`config.mk`:
```
export PLATFORM = sky130hd
export DESIGN_NAME = systolic_ctrl
export DESIGN_NICKNAME = d
export VERILOG_FILES = /design/src/rtl/systolic_ctrl.sv
export SDC_FILE = /design/constraint.sdc
export NUM_CORES = 1
export LEC_CHECK = 0
export ABC_CLOCK_PERIOD_IN_PS = 7980
export CORE_MARGIN = 8
export CORE_UTILIZATION = 45
export CTS_BUF_LIST = sky130_fd_sc_hd__clkbuf_4
export DETAILED_ROUTE_END_ITERATION = 7
export GPL_TIMING_DRIVEN = 0
export PLACE_DENSITY = 0.65
export SYNTH_ARGS = -nofsm -noshare
export SYNTH_HDL_FRONTEND = slang
export SYNTH_SLANG_ARGS = --single-unit
```
`constraint.sdc`:
```
create_clock -name CLK -period 7.98 [get_ports CLK]
set_input_delay 0.798 -clock CLK [delete_from_list [all_inputs] [get_ports CLK]]
set_output_delay 0.798 -clock CLK [all_outputs]
set_load 0.02 [all_outputs]
```
`src/rtl/systolic_ctrl.sv`:
```
`default_nettype none
// +----------------------------------------------------------------------------+
// | systolic_ctrl: job sequencer for an output-stationary ROWSxCOLS MAC array.   |
// | Rev 1.0                                                                      |
// +----------------------------------------------------------------------------+
module systolic_ctrl #(
  parameter int ROWS = 4,
  parameter int COLS = 4,
  parameter int KW   = 16
) (
  input  logic                    CLK,
  input  logic                    RST,
  input  logic                    START,
  input  logic [KW-1:0]           K_LEN,
  output logic                    BUSY,
  output logic                    DONE,
  output logic                    FEED_REQ,
  input  logic                    FEED_VALID,
  output logic [ROWS-1:0]         ROW_VALID,
  output logic [COLS-1:0]         COL_VALID,
  output logic                    COMPUTE,
  output logic                    FLUSH,
  output logic                    STALL,
  output logic                    OUT_VALID,
  input  logic                    OUT_READY,
  output logic [$clog2(ROWS)-1:0] OUT_ROW
);

  localparam int c_TW = KW + 2;
  localparam int c_FW = $clog2(ROWS);
  localparam logic [c_TW-1:0] c_TAIL     = c_TW'(ROWS + COLS - 2);
  localparam logic [c_FW-1:0] c_LAST_ROW = c_FW'(ROWS - 1);

  typedef enum logic [1:0] {
    S_IDLE  = 2'd0,
    S_RUN   = 2'd1,
    S_FLUSH = 2'd2,
    S_DONE  = 2'd3
  } state_t;

  state_t          r_state, w_state_nxt;
  logic [KW-1:0]   r_k, w_k_nxt;
  logic [c_TW-1:0] r_t, w_t_nxt;
  logic [c_FW-1:0] r_f, w_f_nxt;
  logic [c_TW-1:0] w_k_ext;

  logic            r_busy, r_done, r_feed_req, r_compute, r_flush, r_out_valid;
  logic [ROWS-1:0] r_row_valid, w_row_nxt;
  logic [COLS-1:0] r_col_valid, w_col_nxt;
  logic [c_FW-1:0] r_out_row;

  logic            w_feed_stall, w_out_stall, w_t_last;
  logic            w_run_nxt, w_flush_nxt;

  // Stall is one gate deep: registered request/valid qualified by this cycle's input.
  assign w_feed_stall = r_feed_req & ~FEED_VALID;
  assign w_out_stall  = r_out_valid & ~OUT_READY;
  assign w_t_last     = (r_t == ({2'b00, r_k} + c_TAIL));

  always_comb begin
    w_state_nxt = r_state;
    w_k_nxt     = r_k;
    w_t_nxt     = r_t;
    w_f_nxt     = r_f;
    case (r_state)
      S_IDLE: begin
        if (START) begin
          if (K_LEN != '0) begin
            w_state_nxt = S_RUN;
            w_k_nxt     = K_LEN;
            w_t_nxt     = '0;
          end else begin
            w_state_nxt = S_DONE;
          end
        end
      end
      S_RUN: begin
        if (!w_feed_stall) begin
          if (w_t_last) begin
            w_state_nxt = S_FLUSH;
            w_f_nxt     = '0;
          end else begin
            w_t_nxt = r_t + c_TW'(1);
          end
        end
      end
      S_FLUSH: begin
        if (!w_out_stall) begin
          if (r_f == c_LAST_ROW) begin
            w_state_nxt = S_DONE;
          end else begin
            w_f_nxt = r_f + c_FW'(1);
          end
        end
      end
      S_DONE:  w_state_nxt = S_IDLE;
      default: w_state_nxt = S_IDLE;
    endcase
  end

  // Output vectors are decoded from the next state so every output leaves a flop.
  always_comb begin
    w_run_nxt   = (w_state_nxt == S_RUN);
    w_flush_nxt = (w_state_nxt == S_FLUSH);
    w_k_ext     = {2'b00, w_k_nxt};
    w_row_nxt   = '0;
    w_col_nxt   = '0;
    if (w_run_nxt) begin
      for (int i = 0; i < ROWS; i++) begin
        w_row_nxt[i] = (w_t_nxt >= c_TW'(i)) && (w_t_nxt < (c_TW'(i) + w_k_ext));
      end
      for (int j = 0; j < COLS; j++) begin
        w_col_nxt[j] = (w_t_nxt >= c_TW'(j)) && (w_t_nxt < (c_TW'(j) + w_k_ext));
      end
    end
  end

  always_ff @(posedge CLK) begin
    if (RST) begin
      r_state     <= S_IDLE;
      r_k         <= '0;
      r_t         <= '0;
      r_f         <= '0;
      r_busy      <= 1'b0;
      r_done      <= 1'b0;
      r_feed_req  <= 1'b0;
      r_compute   <= 1'b0;
      r_flush     <= 1'b0;
      r_out_valid <= 1'b0;
      r_row_valid <= '0;
      r_col_valid <= '0;
      r_out_row   <= '0;
    end else begin
      r_state     <= w_state_nxt;
      r_k         <= w_k_nxt;
      r_t         <= w_t_nxt;
      r_f         <= w_f_nxt;
      r_busy      <= w_run_nxt | w_flush_nxt;
      r_done      <= (w_state_nxt == S_DONE);
      r_feed_req  <= (|w_row_nxt) | (|w_col_nxt);
      r_compute   <= w_run_nxt;
      r_flush     <= w_flush_nxt;
      r_out_valid <= w_flush_nxt;
      r_row_valid <= w_row_nxt;
      r_col_valid <= w_col_nxt;
      r_out_row   <= w_flush_nxt ? w_f_nxt : '0;
    end
  end

  assign BUSY      = r_busy;
  assign DONE      = r_done;
  assign FEED_REQ  = r_feed_req;
  assign ROW_VALID = r_row_valid;
  assign COL_VALID = r_col_valid;
  assign COMPUTE   = r_compute;
  assign FLUSH     = r_flush;
  assign STALL     = w_feed_stall | w_out_stall;
  assign OUT_VALID = r_out_valid;
  assign OUT_ROW   = r_out_row;

endmodule
`default_nettype wire

```
After elaboration in Yosys (flattened, before gate mapping):

Index checks and enable logic that the tools add are counted.

* add/subtract/negate cells: 6
* $lt $le $gt $ge: 8
* equal/unequal tests: 8
* mux-type cells: 21
* bitwise operators: 7
* reductions and logical operators: 8

Operators by type and width (count)
* 18-bit two-way mux: 4
* 18-bit by 17-bit < comparator with 1-bit output: 3
* 16-bit two-way mux: 3
* 18-bit by 1-bit greater-or-equal comparator with 1-bit output, second input constant: 2
* 18-bit by 2-bit greater-or-equal comparator with 1-bit output, second input constant: 2
* 18-bit one-hot mux with 2 select lines: 1
* 2-bit by 16-bit adder with 17-bit output, first input constant: 2
* 2-bit two-way mux: 10
* 18-bit by 1-bit adder with 18-bit output, second input constant: 1
* 18-bit by 17-bit equality test with 1-bit output: 1
* 18-bit by 16-bit < comparator with 1-bit output: 1
* 1-bit by 16-bit adder with 17-bit output, first input constant: 1
* 16-bit by 3-bit adder with 17-bit output, second input constant: 1
* 16-bit nonzero test: 1
* 2-bit equality test, second input constant: 5
* 2-bit one-hot mux with 4 select lines: 1
* 2-bit by 1-bit equality test with 1-bit output, second input constant: 2
* 1-bit logical AND: 4
* 4-bit two-way mux: 1
* 2-bit one-hot mux with 2 select lines: 1
* 4-bit OR reduction: 1
* 1-bit NOT: 3
* 2-bit by 1-bit adder with 2-bit output, second input constant: 1
* 1-bit AND: 2
* 3 further kinds: 4

* register bits: 49
* input bits: 21

Depth between registers and ports, before layout:

* word-level depth: 9
* depth in mapped cells: 23
* gate-level depth less buffers: 21

Worst setup path after synthesis:

No wires, ideal clock.

* path type: input port to flip-flop
* start: input port K_LEN[13]
* end: register r_feed_req, in the netlist FEED_REQ
* library setup time: 0.120 ns
* arrival: 5.053 ns
* required time: 7.860 ns
* path slack: 2.808 ns
* stages on the path: 20
* buffers on the path: 3
* cells stage by stage: nor4_1 a41oi_1 buf_2 buf_2 a21oi_1 inv_1 ha_1 clkbuf_1 a21oi_1 nand2b_1 nor2_1 nand2_1 xnor2_1 ha_1 nand3_1 or2_1 or3_1 or2_2 o211a_1 a211o_1

* word-level cells in the longest chain between the ends: 9
* elaborated cells on any way between the ends: 28
* those cells by class: add/sub (3); order compare (8); eq/ne (1); mux (10); reduce/logical (6)

Ends and longest elaborated chain
* from (decl): line 14 `input logic [KW-1:0] K_LEN,`
* 16-bit nonzero test *: line 68 `if (K_LEN != '0) begin`
* 16-bit two-way mux *: line 68
* 16-bit two-way mux *: line 67 `if (START) begin`
* 16-bit two-way mux *: line 65 `case (r_state)`
* via w_k_nxt[2]: line 42 `logic [KW-1:0] r_k, w_k_nxt;`
* 1-bit by 16-bit adder with 17-bit output or 2-bit by 16-bit adder with 17-bit output (tied branches): line 110, 113
* 18-bit by 17-bit < comparator with 1-bit output: line 110, 113
* 1-bit logical AND: line 110, 113
* 4-bit two-way mux *: line 108 `if (w_run_nxt) begin`
* 4-bit OR reduction *: line 140 `r_feed_req <= (|w_row_nxt) | (|w_col_nxt);`
* to (signal assigned): line 140
* to (decl): line 47 `logic r_busy, r_done, r_feed_req, r_compute, r_flush, r_out_valid;`

The timed path passes the listed nets; every way through them passes the cells marked *.
A chain may end at the register's enable or synchronous reset.

Worst setup path after layout:

* start: input port K_LEN[2]
* end: register r_feed_req, in the netlist FEED_REQ

* word-level cells in the longest chain between the ends: 9
* elaborated cells on any way between the ends: 28
* those cells by class: add/sub (3); order compare (8); eq/ne (1); mux (10); reduce/logical (6)

Ends and longest elaborated chain (line)
* 16-bit nonzero test: 68
* 16-bit two-way mux *: 68
* 16-bit two-way mux *: 67
* 16-bit two-way mux *: 65
* via w_k_nxt[2]: 42
* 1-bit by 16-bit adder with 17-bit output or 2-bit by 16-bit adder with 17-bit output (tied branches): 110, 113
* 18-bit by 17-bit < comparator with 1-bit output: 110, 113
* 1-bit logical AND: 110, 113
* 4-bit two-way mux *: 108
* 4-bit OR reduction *: 140

Marked as above.

==> summary.md <==
| Metric | Value |
|---|---|
| Status | finished, final reports clean |
| Non-filler instance count after layout | 886 |
| Capturing point of the worst reg2reg path | FEED_REQ |
| Gate power share | 64.2% |
| Starting density of the core | 45.6% |
| Number of maximum-capacitance violations | 0 |
| Critical path start-end classification | input pin to flop |
| Crit path capture type | flop |
| Full die area | 0.0158 sq mm |
| Number of global-route vias before repair | 5429 |
| Max-slew violation total from the final report | 0 |
| Worst hold path startpoint | r_f[1] |
| Initial antenna violation count | 1 |
| End of the worst hold path | r_f[1] |
| Core Footprint | 0.0119 sq mm |
| Unrepaired setup endpoints after global routing | no |
| Async S/R FF share, synth | 0% |
| Final core utilization | 50.7% |
| Power per standard cell area | 203 mW/mm^2 |
| Portion of the post-synthesis area used by sequential elements | 18.1% |
| Buffers inserted during post-CTS setup optimization | 0 |
| Largest net degree at the start of global routing | 15 |
| Category of the worst setup path launch point | input pin |
| Slowest cell on the critical path | a2111oi_0 |
| Top-level port count | 38 |
| Total number of vias | 5348 |
| Clock root buffer | clkbuf_4 |
| Static leakage | 2.64 nW |
| Iteration count of the initial detailed-routing pass | 5 |
| Final-layout setup total negative slack | 0 ns |
| Gates resized, CTS repair | 0 |
| Final Power | 1.22 mW |
| Post-Syn Nets | 787 |
| Worst-path maximum fanout | 10 |
| Crit path cell chain | clkdlybuf4s50_1, nor4_1, a41oi_1, buf_2, buf_2, a21oi_1, inv_1, ha_1, clkbuf_1, nand3_1, nor3_1, xor2_1, ha_1, a21o_1, a21o_1, a21oi_1, nor2_1, a2111oi_0, a31o_1, a211o_1 |
| Largest delay contributor family on the critical path | compound AO/OA/AOI/OAI gates |
| Number of sinks on the clock net | 49 |
| Total congestion overflow after global routing | 0 |
| Transition time at the pin with the least slew margin | 1.30 ns |
| Antenna viol nets, final | 0 |
| Nets@finish | 831 |
| Reg2reg setup slack | 1.76 ns |
| HP Class | flop to flop |
| Vias per inst | 6.04 |
| Clock tree from TritonCTS | done |
| Growth of design area from synthesis to finish | 11.2% |
| Total Wirelength | 17.1 mm |
| Post-detailed-route wirelength per cell | 19.3 um |
| Die Y | 126 um |
| Delay of the slowest cell on the worst path | 1.09 ns |
| Final number of hold-violating endpoints | 0 |
| Number of port buffers | 37 |
| Number of enable flip-flop cells after synthesis | 0 |
| Maximum root-to-sink buffer count | 2 |
| DP Wirelength | 13.8 mm |
| Internal Power | 0.618 mW |
| Sequential cell fraction of total power | 26.6% |
| Clock-pin slew on the worst setup and hold paths | 0.14 ns |
| Net switching power | 0.604 mW |
| GPL Wtd Cong | 0.912 |
| YS warnings | 0 |
| Worst hold path stage count | 2 |
| Mapped Area | 0.00541 sq mm |
| Depth of the worst register-to-register path | 20 |
| Normalized max-slew margin | 11.3% |
| CTS H-Tree Depth | 2 |
| Count of state elements after synthesis | 49 |
| Final period demand of the worst path | 6.58 ns |
| CTS hold repair buffers | 0 |
| Startpoint of the worst-slack reg-to-reg timing path | r_k[1] |
| Clk_lat worst skew | 0.38 ns |
| Fraction of power spent switching nets | 49.4% |
| Part of the cycle the worst path needs | 82.4% |
| Aggregate global-route resource usage | 21.7% |
| Mean cell area of the mapped netlist | 7.81 sq um |
| Maximum vdd ir drop | 0.0000815 V |
| Data arrival time of the worst path | 6.92 ns |
| First-pass GRT wire length | 27.6 mm |
| DRC violation count after routing | 0 |
| Cell count after synthesis | 693 |
| Unique cell type count in the Yosys netlist | 72 |
| Share of post-route cells with drive strength above 1 | 6.78% |
| WP buf/inv | 5 |
| Total clock buffers created by CTS | 5 |
| Data required time at the worst endpoint | 8.32 ns |
| Ys flop type | dfxtp_1 |
| Achievable clock frequency | 152 MHz |
| Fraction of power consumed by the clock network | 9.2% |
| Placed cell count | 877 |
| Starting DRT DRC Count | 410 |
| Worst Skew | 0.00641 ns |
| Chip Width | 126 um |
| Number of endpoints failing setup at the final stage | 0 |
| Number of standard-cell rows in the floorplan | 40 |
[layout make-up]
type	count	area, sq um
antenna	1	2.50
buffer	32	176
clock buffer	5	37.5
clock inverter	3	12.5
fill	1152	5850
inverter	24	90.1
multi-input combinational	588	4160
sequential	49	981
tap	147	184
timing repair buffer	37	370
[cells in the final DEF (no fill, tap or decap), drive strengths merged, types with 18 or more instances in the layout]
| cell | netlist | layout |
|---|---|---|
| ha | 73 | 73 |
| nand2 | 72 | 72 |
| nor2 | 62 | 62 |
| a21oi | 51 | 51 |
| dfxtp | 49 | 49 |
| clkdlybuf4s50 | 0 | 37 |
| xnor2 | 37 | 37 |
| xor2 | 28 | 28 |
| o21ai | 26 | 26 |
| nand3 | 25 | 25 |
| a21o | 24 | 24 |
| inv | 23 | 23 |
| clkbuf | 14 | 19 |
| nor3 | 18 | 18 |
| buf | 18 | 18 |
[layer usage]
| metal | vias to the layer above | global-route usage, % | wire, um |
|---|---|---|---|
| met4 | 0 | 11.0 | 652 |
| met1 | 2542 | 26.6 | 7420 |
| met3 | 43 | 2.19 | 856 |
| met2 | 168 | 36.9 | 8180 |
| met5 | - | 0 | 0 |
| li1 | 2595 | - | - |
[synthesized netlist by cell type, types with 14 or more instances]
master	count	area share, %
nand4_1	15	1.7
o21ai_0	24	2.2
clkbuf_1	14	0.97
inv_1	23	1.6
nor2b_1	16	1.9
xor2_1	28	4.5
ha_1	73	17
a21o_1	24	3.3
nor3_1	16	1.5
dfxtp_1	49	18
nand2_1	72	5.0
nor2_1	62	4.3
a21oi_1	51	4.7
nand3_1	23	2.1
xnor2_1	36	5.8
[power groups by stage]
stage	Clock (mW)	Sequential [mW]	Combinational, mW
after floorplan	0	0.337	0.528
after global placement	0	0.327	0.749
after detailed placement	0	0.329	0.775
after CTS	0.114	0.324	0.778
after global routing	0.122	0.330	0.869
final	0.112	0.325	0.785
[worst max path at each step]
stage                   start  slack [ns]       end  cells past startpoint
floorplan           K_LEN[13]        2.81  FEED_REQ                     20
global placement     K_LEN[2]        1.16  FEED_REQ                     20
CTS                  K_LEN[2]        1.40  FEED_REQ                     20
detailed placement   K_LEN[2]        1.02  FEED_REQ                     20
finish               K_LEN[2]        1.40  FEED_REQ                     20
global route         K_LEN[2]        1.09  FEED_REQ                     20
[metrics by stage]
step | instance area (sq um) | setup WS (ns) | hold WS (ns)
after floorplan | 5410 | 2.81 | 0.461
after global placement | 5960 | 1.16 | 0.501
after detailed placement | 5960 | 1.02 | 0.504
after CTS | 6010 | 1.40 | 0.526
after global routing | 6020 | 1.09 | 0.580
final | 6020 | 1.40 | 0.537
[kinds of logic after synthesis]
logic type,share of synthesized area [%]
AO/OA/AOI/OAI,18.7
multiplexers,3.17
buffers and inverters,4.93
adder cells (fa/ha/maj),17.3
flip-flops,18.1
XOR/XNOR,10.7
AND/OR/NAND/NOR,27.1
[worst reg2reg max path, cell delays in order, from the launching register on]
cell	delay, ns
dfxtp_1	0.53
inv_1	0.11
ha_1	0.31
nand4b_2	0.33
nor3_2	0.28
xor2_1	0.09
o211ai_1	0.39
nand4_2	0.22
buf_6	0.20
buf_6	0.15
nand4_1	0.12
xor2_1	0.08
o21ai_0	0.93
ha_1	0.40
a21o_1	0.18
a21o_1	0.17
a21oi_1	0.14
nor2_1	0.05
a2111oi_0	1.09
a31o_1	0.27
a211o_1	0.14
[sequential cells by signal, indices dropped and copies added, names as in the netlist, 2 cells and up]
name       count
COL_VALID      4
OUT_ROW        2
r_f            2
r_k           16
r_state        2
r_t           18
No activity file was read; power rests on OpenSTA's default activity.
